[config.mk]
export PLATFORM = sky130hd
export DESIGN_NAME = load_store_unit
export DESIGN_NICKNAME = d
export VERILOG_FILES = /design/src/rtl/load_store_unit.sv
export SDC_FILE = /design/constraint.sdc
export NUM_CORES = 1
export LEC_CHECK = 0
export BUFFER_PORTS_ARGS = -buffer_cell sky130_fd_sc_hd__clkbuf_2
export CAP_MARGIN = 20
export CORE_MARGIN = 2
export CORE_UTILIZATION = 53
export DETAILED_ROUTE_END_ITERATION = 7
export PLACE_DENSITY = 0.92
export SLEW_MARGIN = 20
export SYNTH_ARGS = -nofsm -noshare
export SYNTH_HDL_FRONTEND = slang
export SYNTH_SLANG_ARGS = --single-unit
[constraint.sdc]
create_clock -name clk_i -period 2.8 [get_ports clk_i]
set_clock_uncertainty 0.2 [all_clocks]
set_input_delay 0.84 -clock clk_i [delete_from_list [all_inputs] [get_ports clk_i]]
set_output_delay 0.84 -clock clk_i [all_outputs]
set_load 0.05 [all_outputs]
[src/rtl/load_store_unit.sv]
// Byte/halfword/word load-store unit in front of a word-organised, big-endian data memory.
// Optional misaligned-access trap is compiled in with `define MISALIGN_TRAP_EN.
module load_store_unit #(
  parameter int unsigned WORD_IDX_BITS = 8
) (
  input  logic        clk_i,
  input  logic        reset_ni,
  input  logic        req_valid_i,
  output logic        req_ready_o,
  input  logic        req_write_i,
  input  logic [1:0]  req_size_i,
  input  logic        req_signed_i,
  input  logic [31:0] req_addr_i,
  input  logic [31:0] req_wdata_i,
  output logic        resp_valid_o,
  output logic [31:0] resp_rdata_o,
  output logic [31:0] mem_addr_o,
  output logic [31:0] mem_wdata_o,
  output logic        mem_write_enable_o,
  output logic        mem_read_enable_o,
  input  logic [31:0] mem_rdata_i
`ifdef MISALIGN_TRAP_EN
  ,
  output logic        misalign_err_o
`endif
);

  localparam int unsigned DW = 32;
  localparam int unsigned HW = 16;

  typedef enum logic [2:0] {
    S_IDLE,
    S_LOAD,
    S_STORE,
    S_RMW_READ,
    S_RMW_WRITE
`ifdef MISALIGN_TRAP_EN
    ,
    S_ERR
`endif
  } state_e;

  state_e          state_q, state_d;
  logic [1:0]      off_q, off_d;
  logic [1:0]      size_q, size_d;
  logic            signed_q, signed_d;
  logic [HW-1:0]   wdata_q, wdata_d;
  logic            req_ready_q, req_ready_d;
  logic            resp_valid_q, resp_valid_d;
  logic [DW-1:0]   resp_rdata_q, resp_rdata_d;
  logic [DW-1:0]   mem_addr_q, mem_addr_d;
  logic [DW-1:0]   mem_wdata_q, mem_wdata_d;
  logic            mem_re_q, mem_re_d;
  logic            mem_we_q, mem_we_d;
  logic            misalign_q, misalign_d;
  logic            misaligned_c;
  logic            unused_addr_bits;

  // Address bits above the word index are dropped; memory wraps.
  assign unused_addr_bits = ^req_addr_i;

  // Big-endian lane extraction with sign/zero extension.
  function automatic logic [DW-1:0] load_ext(input logic [DW-1:0] w, input logic [1:0] off,
                                             input logic [1:0] sz, input logic sgn);
    logic [7:0]    b;
    logic [HW-1:0] h;
    case (off)
      2'd0:    b = w[31:24];
      2'd1:    b = w[23:16];
      2'd2:    b = w[15:8];
      default: b = w[7:0];
    endcase
    h = off[1] ? w[15:0] : w[31:16];
    case (sz)
      2'b00:   return sgn ? {{24{b[7]}}, b} : {24'd0, b};
      2'b01:   return sgn ? {{16{h[15]}}, h} : {16'd0, h};
      default: return w;
    endcase
  endfunction

  // Replace the addressed sub-word lane of w with store data.
  function automatic logic [DW-1:0] merge(input logic [DW-1:0] w, input logic [1:0] off,
                                          input logic [1:0] sz, input logic [HW-1:0] wd);
    logic [DW-1:0] r;
    r = w;
    if (sz == 2'b00) begin
      case (off)
        2'd0:    r[31:24] = wd[7:0];
        2'd1:    r[23:16] = wd[7:0];
        2'd2:    r[15:8]  = wd[7:0];
        default: r[7:0]   = wd[7:0];
      endcase
    end else if (off[1]) begin
      r[15:0] = wd;
    end else begin
      r[31:16] = wd;
    end
    return r;
  endfunction

`ifdef MISALIGN_TRAP_EN
  assign misaligned_c = ((req_size_i == 2'b01) && req_addr_i[0]) ||
                        (req_size_i[1] && (req_addr_i[1:0] != 2'b00));
`else
  assign misaligned_c = 1'b0;
`endif

  always_ff @(posedge clk_i) begin
    if (!reset_ni) begin
      state_q      <= S_IDLE;
      off_q        <= 2'd0;
      size_q       <= 2'd0;
      signed_q     <= 1'b0;
      wdata_q      <= '0;
      req_ready_q  <= 1'b1;
      resp_valid_q <= 1'b0;
      resp_rdata_q <= '0;
      mem_addr_q   <= '0;
      mem_wdata_q  <= '0;
      mem_re_q     <= 1'b0;
      mem_we_q     <= 1'b0;
      misalign_q   <= 1'b0;
    end else begin
      state_q      <= state_d;
      off_q        <= off_d;
      size_q       <= size_d;
      signed_q     <= signed_d;
      wdata_q      <= wdata_d;
      req_ready_q  <= req_ready_d;
      resp_valid_q <= resp_valid_d;
      resp_rdata_q <= resp_rdata_d;
      mem_addr_q   <= mem_addr_d;
      mem_wdata_q  <= mem_wdata_d;
      mem_re_q     <= mem_re_d;
      mem_we_q     <= mem_we_d;
      misalign_q   <= misalign_d;
    end
  end

  // Next state plus the next value of every registered output.
  always_comb begin
    state_d      = state_q;
    off_d        = off_q;
    size_d       = size_q;
    signed_d     = signed_q;
    wdata_d      = wdata_q;
    resp_valid_d = 1'b0;
    resp_rdata_d = resp_rdata_q;
    mem_addr_d   = mem_addr_q;
    mem_wdata_d  = mem_wdata_q;
    misalign_d   = 1'b0;
    case (state_q)
      S_IDLE: begin
        if (req_valid_i) begin
          off_d      = req_addr_i[1:0];
          size_d     = req_size_i;
          signed_d   = req_signed_i;
          wdata_d    = req_wdata_i[HW-1:0];
          mem_addr_d = DW'(req_addr_i[WORD_IDX_BITS+1:2]);
          if (misaligned_c) begin
`ifdef MISALIGN_TRAP_EN
            state_d = S_ERR;
`endif
          end else if (!req_write_i) begin
            state_d = S_LOAD;
          end else if (req_size_i[1]) begin
            state_d     = S_STORE;
            mem_wdata_d = req_wdata_i;
          end else begin
            state_d = S_RMW_READ;
          end
        end
      end
      S_LOAD: begin
        resp_rdata_d = load_ext(mem_rdata_i, off_q, size_q, signed_q);
        resp_valid_d = 1'b1;
        state_d      = S_IDLE;
      end
      S_RMW_READ: begin
        mem_wdata_d = merge(mem_rdata_i, off_q, size_q, wdata_q);
        state_d     = S_RMW_WRITE;
      end
      S_STORE, S_RMW_WRITE: begin
        resp_rdata_d = '0;
        resp_valid_d = 1'b1;
        state_d      = S_IDLE;
      end
`ifdef MISALIGN_TRAP_EN
      S_ERR: begin
        resp_rdata_d = '0;
        resp_valid_d = 1'b1;
        misalign_d   = 1'b1;
        state_d      = S_IDLE;
      end
`endif
      default: state_d = S_IDLE;
    endcase
    // Memory interface is quiet whenever the unit is idle.
    if (state_d == S_IDLE) begin
      mem_addr_d  = '0;
      mem_wdata_d = '0;
    end
    mem_re_d    = (state_d == S_LOAD) || (state_d == S_RMW_READ);
    mem_we_d    = (state_d == S_STORE) || (state_d == S_RMW_WRITE);
    req_ready_d = (state_d == S_IDLE);
  end

  assign req_ready_o        = req_ready_q;
  assign resp_valid_o       = resp_valid_q;
  assign resp_rdata_o       = resp_rdata_q;
  assign mem_addr_o         = mem_addr_q;
  assign mem_wdata_o        = mem_wdata_q;
  assign mem_read_enable_o  = mem_re_q;
  assign mem_write_enable_o = mem_we_q;
`ifdef MISALIGN_TRAP_EN
  assign misalign_err_o     = misalign_q;
`else
  logic unused_misalign;
  assign unused_misalign = misalign_q;
`endif

endmodule

==> metrics.md, run 1 <==
| Metric | Value |
|---|---|
| Core ar. | slightly above 9000 sq um |
| Run status | completed |
| Combinational Power Share | between 20% and 30% |
| Mapped Area | 5050 sq um |
| Area delta synth->final | 19.7% |
| EDFF count, synth | 0 |
| Final-report hold violation count | 0 |
| CP Capture Type | register |
| Pin count of the biggest net entering global routing | 47 |
| Critical R2R Capture | mem_wdata_o[15] |
| Required @ worst endpoint | about 2.9 ns |
| Setup CP Type | register to register |
| Hold Path Origin | mem_addr_o[6] |
| GRT Total Usage | 28.8% |
| First-pass GRT wire length | around 23,000 microns |
| R2R Setup Slk | 0.46 ns |
| Fmax | around 0.43 GHz |
| Main synth FF type | dfxtp_1 |
| Slew HR | 55.3% |
| Max Fanout on Critical Path | 19 |
| Worst R2R Start | off_q[1] |
| TritonCTS Sinks | 100 |
| Commonest non-fill, non-tap cells in the layout | clkbuf_2, dfxtp_1, nand2_1 |
| HP Class | register to register |
| Initial antenna violation count | 0 |
| Ys async rst share | 0% |
| H-tree Lvls | 3 |
| Die width | 102 microns |
| Final Max Slew Viols | 0 |
| Commonest non-fill, non-tap cell in the layout | clkbuf_2 |
| RSZ-0062 raised after global routing | false |
| Root buf cell | clkbuf_8 |
| Synth warn | 0 |
| Initial core utilization | between 50% and 60% |
| Syn Area/Cell | just over 8 sq um |
| # setup viols final | 0 |
| Via count | between 5,000 and 6,000 |
| Fin area | between 6000 and 7000 sq um |
| Initial DRC Count | around 430 |
| CTS tree | built |
| CTS Buf Count | 9 |
| Io pins | ~200 |
| Cell Chain, Critical Path | inv_2, o21ai_1, o22ai_1, a211oi_1 |
| CP Launch Type | register |
| Sequential share of power | a little under half |
| Final #Nets | about 850 |
| Vias per inst | 5.89 |
| Overflow after GRT | 0 |
| Final min period | between 2 and 2.5 ns |
| Initial DRT Pass Iterations | 6 |
| Worst-path clk slew | ~0.090 ns |
| Setup WS post-layout | 0.457 ns |
| Post-synthesis sequential area ratio | roughly 40% |
| Total Die Area | ~10,000 sq um |
| Slew @ Worst Pin | around 0.67 ns |
| Clock Tree Buf Depth | 2 |
| Setup WS pre-CTS | -0.181 ns |
| Sw frac | roughly 33% |
| Routability cong. | ~0.92 |
| Setup TNS | 0 ns |
| Buffers on Ports | approximately 160 |
| Final-layout fill cell count | between 800 and 900 |
| Cell with the largest stage delay on the worst path | dfxtp_1 |
| Period utilization | 83.7% |
| Site Rows | 35 |
| Reg2Reg Depth | 4 |
| WL/cell | 17.2 microns |
| Dpl hpwl | approximately 11,000 microns |
| Lkg Pwr | between 2 and 3 nW |
| Skew-Pair Late Insertion Delay | around 0.36 ns |
| ANT nets after route | 0 |
| Peak supply drop | about 0.25 mV |
| Library cells used by synthesis | 48 |
| WL final | between 15,000 and 20,000 microns |
| Vias in the first global route | 4,666 |
| Switch Pwr | about 1.1 mW |
| DP Area | approximately 5800 sq um |
| Die span in y | ~100 microns |
| Synth Register Bits | 100 |
| Diodes inserted | 0 |
| # Max-Cap Violations | 0 |
| Hold path depth | 2 |
| # Post-CTS Setup Buffers | 0 |
| Drt drc | 0 |
| Worst hold endpoint | mem_addr_o[6] |
| WP data arrival | 2.42 ns |
| Clock power frac | a little under a third |
| Cells after synthesis | 613 |
| Internal power | roughly 2.2 mW |
| Max incr delay on CP | roughly 0.74 ns |
| Layout cells sized above 1 | 28.0% |
| Post-CTS Hold Fix Bufs | 0 |
| CTS resizes | 0 |
| Pwr dens | around 540 nW/um^2 |
==> synthesized netlist by cell type, types with 2 or more instances <==
master,count,area [sq um]
buf_2,13,65.1
mux4_2,7,158
and3_1,3,18.8
a221o_1,7,70.1
clkbuf_1,34,128
or2_2,2,12.5
o211ai_1,2,15.0
inv_1,16,60.1
dfxtp_1,100,2000
buf_6,2,22.5
nand4bb_1,2,22.5
nor2b_1,25,156
o21ai_0,41,205
a22o_1,8,70.1
nand2b_1,3,18.8
o21a_1,2,15.0
nand3_1,27,135
nor3_1,17,85.1
mux2i_1,18,180
a21boi_0,22,165
o32ai_1,9,78.8
o22ai_1,23,144
nand2_1,97,364
buf_4,24,180
a211oi_2,2,25.0
a31oi_1,32,200
buf_1,5,18.8
nor2_1,18,67.6
a211oi_1,14,105
a21oi_1,17,85.1
o21ai_1,4,20.0
==> state kept, by name, summed over array words and instances (netlist names) <==
register            cells
mem_wdata_o            32
resp_rdata_o           32
wdata_q                16
mem_addr_o              8
state_q                 3
off_q                   2
size_q                  2
mem_read_enable_o       1
mem_write_enable_o      1
req_ready_o             1
resp_valid_o            1
signed_q                1
==> power by group through the flow <==
stage / logic [mW] / registers (mW) / clock network (mW)
final: 0.686 / 1.53 / 1.04
after global routing: 0.735 / 1.53 / 1.10
after CTS: 0.677 / 1.53 / 1.05
after detailed placement: 0.676 / 1.56 / 0
after global placement: 0.662 / 1.56 / 0
after floorplan: 0.392 / 1.67 / 0
==> logic make-up (layout without fill, tap and decap cells) <==
group | count (synthesis) | in the layout | synth area share (%)
buf+inv | 96 | 209 | 9.56
simple gates | 201 | 201 | 19.0
flops | 100 | 100 | 39.6
other cells | 1 | 24 | 0.0742
xor+xnor | 1 | 1 | 0.173
compound gates | 188 | 188 | 24.6
mux | 26 | 26 | 6.91
==> how the worst max path moves through the flow <==
stage / start / end
2_1_floorplan: req_valid_i / mem_wdata_o[12]
3_3_place_gp: req_valid_i / mem_wdata_o[0]
3_5_place_dp: req_valid_i / mem_wdata_o[2]
4_1_cts: req_valid_i / mem_wdata_o[7]
5_1_grt: off_q[1] / mem_wdata_o[8]
6_report: off_q[1] / mem_wdata_o[15]
==> cell type report <==
type	instances	area, sq um	share of cell area (%)
Multi-Input combinational cell	440	2670	44.1
Sequential cell	100	2000	33.1
Timing Repair Buffer	176	931	15.4
Tap cell	129	161	2.67
Clock buffer	9	124	2.05
Clock inverter	7	98.8	1.63
Inverter	17	63.8	1.06
==> through the flow <==
stage	power [mW]	utilization, %	instances	hold WS [ns]
after CTS	3.25	65.4	878	0.264
after global routing	3.37	65.4	878	0.287
after global placement	2.22	63.0	862	0.233
after floorplan	2.06	-	636	0.240
final	3.25	65.4	878	0.262
after detailed placement	2.24	63.0	862	0.243
==> layer usage <==
metal | track usage [%] | up-vias | share of wire, %
met5 | 0 | - | 0
met4 | 10.1 | 0 | 2.7
met3 | 4.97 | 46 | 10
met2 | 46.8 | 335 | 46
met1 | 38.6 | 2386 | 41
li1 | - | 2403 | -
==> worst max-delay path: cells and delay by family (launching register included) <==
kind            cells  cell delay [ns]
flops               1             0.74
buf+inv             1             0.31
compound gates      3             1.00
(Power assumes the default switching activity.)
==> run 2, diff against run 1 <==
--- a/config.mk
+++ b/config.mk
@@ -5,12 +5,13 @@
 export SDC_FILE = /design/constraint.sdc
 export NUM_CORES = 1
 export LEC_CHECK = 0
+export ABC_AREA = 1
 export BUFFER_PORTS_ARGS = -buffer_cell sky130_fd_sc_hd__clkbuf_2
 export CAP_MARGIN = 20
 export CORE_MARGIN = 2
-export CORE_UTILIZATION = 53
+export CORE_UTILIZATION = 46
 export DETAILED_ROUTE_END_ITERATION = 7
-export PLACE_DENSITY = 0.92
+export PLACE_DENSITY = 0.83
 export SLEW_MARGIN = 20
 export SYNTH_ARGS = -nofsm -noshare
 export SYNTH_HDL_FRONTEND = slang
==> constraint.sdc (replaced) <==
create_clock -name clk_i -period 1.97 [get_ports clk_i]
set_clock_uncertainty 0.2 [all_clocks]
set_input_delay 0.591 -clock clk_i [delete_from_list [all_inputs] [get_ports clk_i]]
set_output_delay 0.591 -clock clk_i [all_outputs]
set_load 0.05 [all_outputs]
==> metrics.md, run 2 <==
| Metric | Value |
|---|---|
| Synth top cells by count | nand2_1, nand3_1, dfxtp_1 |
| Pwr dens | 741 nW/um^2 (+38%) |
| Main combinational cell family by area after synthesis | simple AND/OR/NAND/NOR gates |
| HP Class | register to register |
| Main synth FF type | dfxtp_1 |
| Diodes inserted | 0 (unchanged) |
| Required @ worst endpoint | 2.02 ns (-0.85 ns) |
| Pwr Total | 5.41 mW (+66%) |
| Peak supply drop | 0.511 mV (+110%) |
| Initial core utilization | 46.6% (-8.1 points) |
| Commonest non-fill, non-tap cell in the layout | nand2_1 |
| RSZ-0062 raised after global routing | true |
| Synth top area cells | dfxtp_1, nand2_1, nand3_1 |
| Simple-gate share of the synthesized area | 44.3% (+25 points) |
| Cells after synthesis | 988 (+61%) |
| Run status | completed |
| Vias in the first global route | 6,017 (+29%) |
| Post-synthesis sequential area ratio | 32.7% (-6.9 points) |
| Initial DRT Pass Iterations | 6 (unchanged) |
| Via count | 6,957 (+35%) |
| Overflow after GRT | 0 (unchanged) |
| Commonest non-fill, non-tap cells in the layout | nand2_1, nand3_1, clkbuf_2 |
| Fmax | 0.549 GHz (+29%) |
| H-tree Lvls | 3 (unchanged) |
| Die span in y | 119 microns (+17%) |
| CTS resizes | 0 (unchanged) |
| Final min period | 1.82 ns (-0.522 ns) |
| WL/cell | 14.5 microns (-16%) |
| Period utilization | 92.5% (+8.8 points) |
| Io pins | 203 (unchanged) |
| Library cells used by synthesis | 31 (-35%) |
| Die width | 119 microns (+17%) |
| Compound-Gate Fraction of Synth Area | 9.90% (-15 points) |
| Skew-Pair Late Insertion Delay | 0.35 ns (about the same) |
| Root buf cell | clkbuf_16 |
| Drt drc | 0 (unchanged) |
| Setup CP Type | register to register |
| Max Fanout on Critical Path | 32 (+13) |
| Final-layout fill cell count | 1,329 (+65%) |
| Final Max Slew Viols | 0 (unchanged) |
| Layout cells sized above 1 | 20.1% (-7.9 points) |
| Site Rows | 42 (+20%) |
| Dpl hpwl | 13,800 microns (+23%) |
| Initial antenna violation count | 0 (unchanged) |
| Synth warn | 0 (unchanged) |
| Syn Area/Cell | 6.19 sq um (-25%) |
| Setup TNS | 0 ns (unchanged) |
| Synth top area share | 32.7% (-6.9 points) |
| First-pass GRT wire length | 30,200 microns (+29%) |
| Mux cell area share after synthesis | 0% (-6.9 points) |
| GRT Total Usage | 26.4% (-2.3 points) |
| Ys async rst share | 0% (unchanged) |
| Final #Nets | 1,221 (+44%) |
| CTS tree | built |
| CP Launch Type | register |
| Lkg Pwr | 3.83 nW (+49%) |
| Fraction of the mapped netlist area in adder cells | 0% (unchanged) |
| Synth Register Bits | 100 (unchanged) |
| # Post-CTS Setup Buffers | 0 (unchanged) |
| Pin count of the biggest net entering global routing | 53 (+13%) |
| Buffers on Ports | 156 (unchanged) |
| Post-CTS Hold Fix Bufs | 0 (unchanged) |
| CTS Buf Count | 9 (unchanged) |
| TritonCTS Sinks | 100 (unchanged) |
| Clock Tree Buf Depth | 2 (unchanged) |
| XOR/XNOR Fraction of Synth Area | 0% (-0.17 points) |
| Final-report hold violation count | 0 (unchanged) |
| CP Capture Type | register |
| # setup viols final | 0 (unchanged) |
| Routability cong. | 0.993 (+8.5%) |
| Area delta synth->final | 19.4% |
| ANT nets after route | 0 (unchanged) |
| Mapped Area | 6120 sq um (+21%) |
| Vias per inst | 5.36 (-9.0%) |
| EDFF count, synth | 0 (unchanged) |
| WL final | 18,800 microns (+24%) |
| Most common cell in the netlist | nand2_1 |
| # Max-Cap Violations | 0 (unchanged) |
| Total Die Area | 14,200 sq um (+38%) |
| Worst-path clk slew | 0.07 ns (-0.02 ns) |
| Initial DRC Count | 903 (+110%) |
| WP data arrival | 1.87 ns (-0.55 ns) |
| Area leader, netlist | dfxtp_1 |
| Core ar. | 13,100 sq um (+42%) |
run 2: report_power, final:
group | internal (mW) | switching (mW) | total [mW]
logic | 0.451 | 1.05 | 1.50
clock network | 0.922 | 0.773 | 1.69
registers | 2.12 | 0.0973 | 2.22
run 2: final timing paths:
check,start,to,slack (ns),cells past startpoint
worst max-delay path,size_q[1],mem_wdata_o[16],0.15,8
worst min-delay path,resp_rdata_o[28],resp_rdata_o[28],0.26,2
worst max register to register,size_q[1],mem_wdata_o[16],0.15,8
worst min register to register,resp_rdata_o[28],resp_rdata_o[28],0.26,2
run 2: kinds of logic after synthesis:
group	after synthesis
buf+inv	166
compound gates	117
other cells	1
simple gates	604
flops	100
run 2: worst max-delay path, stage by stage (launching register included):
cell and delay [ns]:
dfxtp_1 0.58, nor2_4 0.08, inv_2 0.19, buf_12 0.21
nand3_1 0.10, nand3_1 0.14, nand3_1 0.09, nand3_1 0.07
inv_1 0.04
run 2: metrics by stage:
stage	utilization, %	instance area, sq um	cells	setup WS (ns)	hold WS, ns
CTS	55.5	7300	1298	0.124	0.264
detailed placement	53.4	7020	1283	0.0869	0.254
floorplan	-	6210	1011	0.275	0.290
global placement	53.4	7020	1283	0.106	0.253
finish	55.6	7310	1298	0.149	0.264
global route	55.6	7310	1298	0.00395	0.279
run 2: routing by layer:
metal | vias to the layer above | part of all wire [%] | global-route usage [%]
li1 | 3387 | - | -
met1 | 3094 | 41 | 35.8
met2 | 409 | 43 | 39.6
met3 | 67 | 11 | 6.42
met4 | 0 | 4.0 | 12.3
met5 | - | 0 | 0
run 2: area by class of cell:
cell class | count | area, sq um | share of cell area [%]
clock buffer | 12 | 256 | 3.51
clock inverter | 3 | 21.3 | 0.291
inverter | 77 | 295 | 4.04
multi-input combinational | 745 | 3410 | 46.7
sequential | 100 | 2000 | 27.4
tap | 176 | 220 | 3.01
timing repair buffer | 185 | 1100 | 15.0
==> run 3, diff against run 2 <==
==> constraint.sdc (replaced) <==
create_clock -name clk_i -period 1.97 [get_ports clk_i]
set_clock_uncertainty 0.2 [all_clocks]
set_input_delay 0.2955 -clock clk_i [delete_from_list [all_inputs] [get_ports clk_i]]
set_output_delay 0.2955 -clock clk_i [all_outputs]
set_load 0.05 [all_outputs]
==> metrics.md, run 3 (synthesis gave the netlist of run 2 again) <==
| Metric | Value |
|---|---|
| Run status | completed |
| WL final | 19,600 microns (+4.3%) |
| Initial DRT Pass Iterations | 6 (unchanged) |
| Layout cells sized above 1 | 20.2% (+0.085 points) |
| Die span in y | 119 microns (unchanged) |
| HP Class | input pin to register |
| Site Rows | 42 (unchanged) |
| Die width | 119 microns (unchanged) |
| Max Fanout on Critical Path | 41 (+28%) |
| Setup CP Type | register to register |
| Hold path depth | 2 (unchanged) |
| Core ar. | 13,100 sq um (unchanged) |
| Hold WS | 0.00929 ns (-0.255 ns) |
| H-tree Lvls | 3 (unchanged) |
| First-pass GRT wire length | 31,200 microns (+3.4%) |
| DP Area | 7030 sq um (+0.14%) |
| Area delta synth->final | 23.2% |
| Diodes inserted | 0 (unchanged) |
| CTS tree | built |
| Overflow after GRT | 0 (unchanged) |
| Via count | 6,979 (+0.32%) |
| Final Max Slew Viols | 0 (unchanged) |
| Initial DRC Count | 735 (-19%) |
| Lkg Pwr | 3.94 nW (+2.9%) |
| Fmax | 0.541 GHz (-1.5%) |
| Fin area | 7540 sq um (+3.2%) |
| Dpl hpwl | 13,800 microns (about the same) |
| Root buf cell | clkbuf_16 |
| Final min period | 1.85 ns (+0.0284 ns) |
| Buffers on Ports | 156 (unchanged) |
| Peak supply drop | 0.486 mV (-4.9%) |
| Vias per inst | 5.30 (-1.2%) |
| Placed Cells | 1,286 (+0.23%) |
| CP Capture Type | register |
| GRT Total Usage | 27.4% (+0.95 points) |
| Worst-path clk slew | 0.07 ns (about the same) |
| Skew-Pair Late Insertion Delay | 0.36 ns (about the same) |
| Commonest non-fill, non-tap cell in the layout | nand2_1 |
| Final-report hold violation count | 0 (unchanged) |
| Routability cong. | 0.943 (-5.0%) |
| Setup TNS | 0 ns (unchanged) |
| WP data arrival | 1.94 ns (+0.07 ns) |
| Initial core utilization | 46.6% (unchanged) |
| Period utilization | 93.9% (+1.4 points) |
| Io pins | 203 (unchanged) |
| Pwr dens | 759 nW/um^2 (+2.4%) |
| CP Launch Type | register |
| WL/cell | 14.9 microns (+2.7%) |
| Final #Nets | 1,240 (+1.6%) |
| Initial antenna violation count | 0 (unchanged) |
| # Post-CTS Setup Buffers | 0 (unchanged) |
| CTS Buf Count | 9 (unchanged) |
| Commonest non-fill, non-tap cells in the layout | nand2_1, nand3_1, clkbuf_2 |
| Fin cells | 1,318 (+1.5%) |
| Required @ worst endpoint | 2.06 ns (+0.04 ns) |
| Total Die Area | 14,200 sq um (unchanged) |
| Reg2Reg Depth | 9 (+1) |
| # setup viols final | 0 (unchanged) |
| Vias in the first global route | 6,230 (+3.5%) |
| Drt drc | 0 (unchanged) |
| RSZ-0062 raised after global routing | false |
| Pin count of the biggest net entering global routing | 55 (+3.8%) |
| Layout Utilization | 57.4% (+1.8 points) |
| TritonCTS Sinks | 100 (unchanged) |
| ANT nets after route | 0 (unchanged) |
| # Max-Cap Violations | 0 (unchanged) |
| Clock Tree Buf Depth | 2 (unchanged) |
[run 3: cell count changes in the layout (fill, tap and decap cells not counted), sizes merged]
| cell | delta |
|---|---|
| buf | +3 |
| bufinv | +2 |
| clkinv | +2 |
| clkinvlp | -1 |
| dlygate4sd3 | +15 |
| inv | -1 |
[run 3: stage by stage]
stage	setup slack, ns	total power [mW]
detailed placement	0.120	3.74
global route	0.00332	5.97
global placement	0.169	3.72
CTS	0.0948	5.71
floorplan	0.396	3.35
finish	0.120	5.72
[run 3: layout make-up]
type                       count  area (sq um)
fill                        1270          5600
multi-input combinational    745          3410
sequential                   100          2000
timing repair buffer         204          1290
inverter                      77           295
clock buffer                  11           243
tap                          176           220
clock inverter                 5          82.6
[run 3: what timing repair did]
action | in CTS | in global routing
hold buffers | 15 | 0
resized for setup | 0 | 4
hold endpoints to repair | 15 | 0
setup endpoints to repair | 0 | 13
[run 3: metal layers]
layer	wire length (microns)	track usage, %	vias up
li1	-	-	3424
met1	8190	36.7	3096
met2	8680	42.1	400
met3	1970	5.41	59
met4	760	13.3	0
met5	0	0	-
[run 3: worst max-delay path, cell delays in order (launching register included)]
cell     delay (ns)
dfxtp_2        0.40
buf_4          0.39
nand2_1        0.09
nand2_1        0.10
nand3_1        0.08
nand2_1        0.09
inv_2          0.04
nand2_4        0.15
nand2_1        0.10
a21oi_1        0.13
[run 3: power breakdown]
group | switching [mW] | internal [mW]
combinational | 1.07 | 0.481
sequential | 0.0950 | 2.12
clock | 0.801 | 1.15
total | 1.97 | 3.75
[run 3: path summary, 6_finish.rpt]
path / slack (ns) / startpoint / endpoint
worst max register to register: 0.12 / off_q[1] / resp_rdata_o[16]
worst min-delay path: 0.009 / req_size_i[1] / state_q[0]
worst min register to register: 0.27 / resp_rdata_o[13] / resp_rdata_o[13]
worst max-delay path: 0.12 / off_q[1] / resp_rdata_o[16]
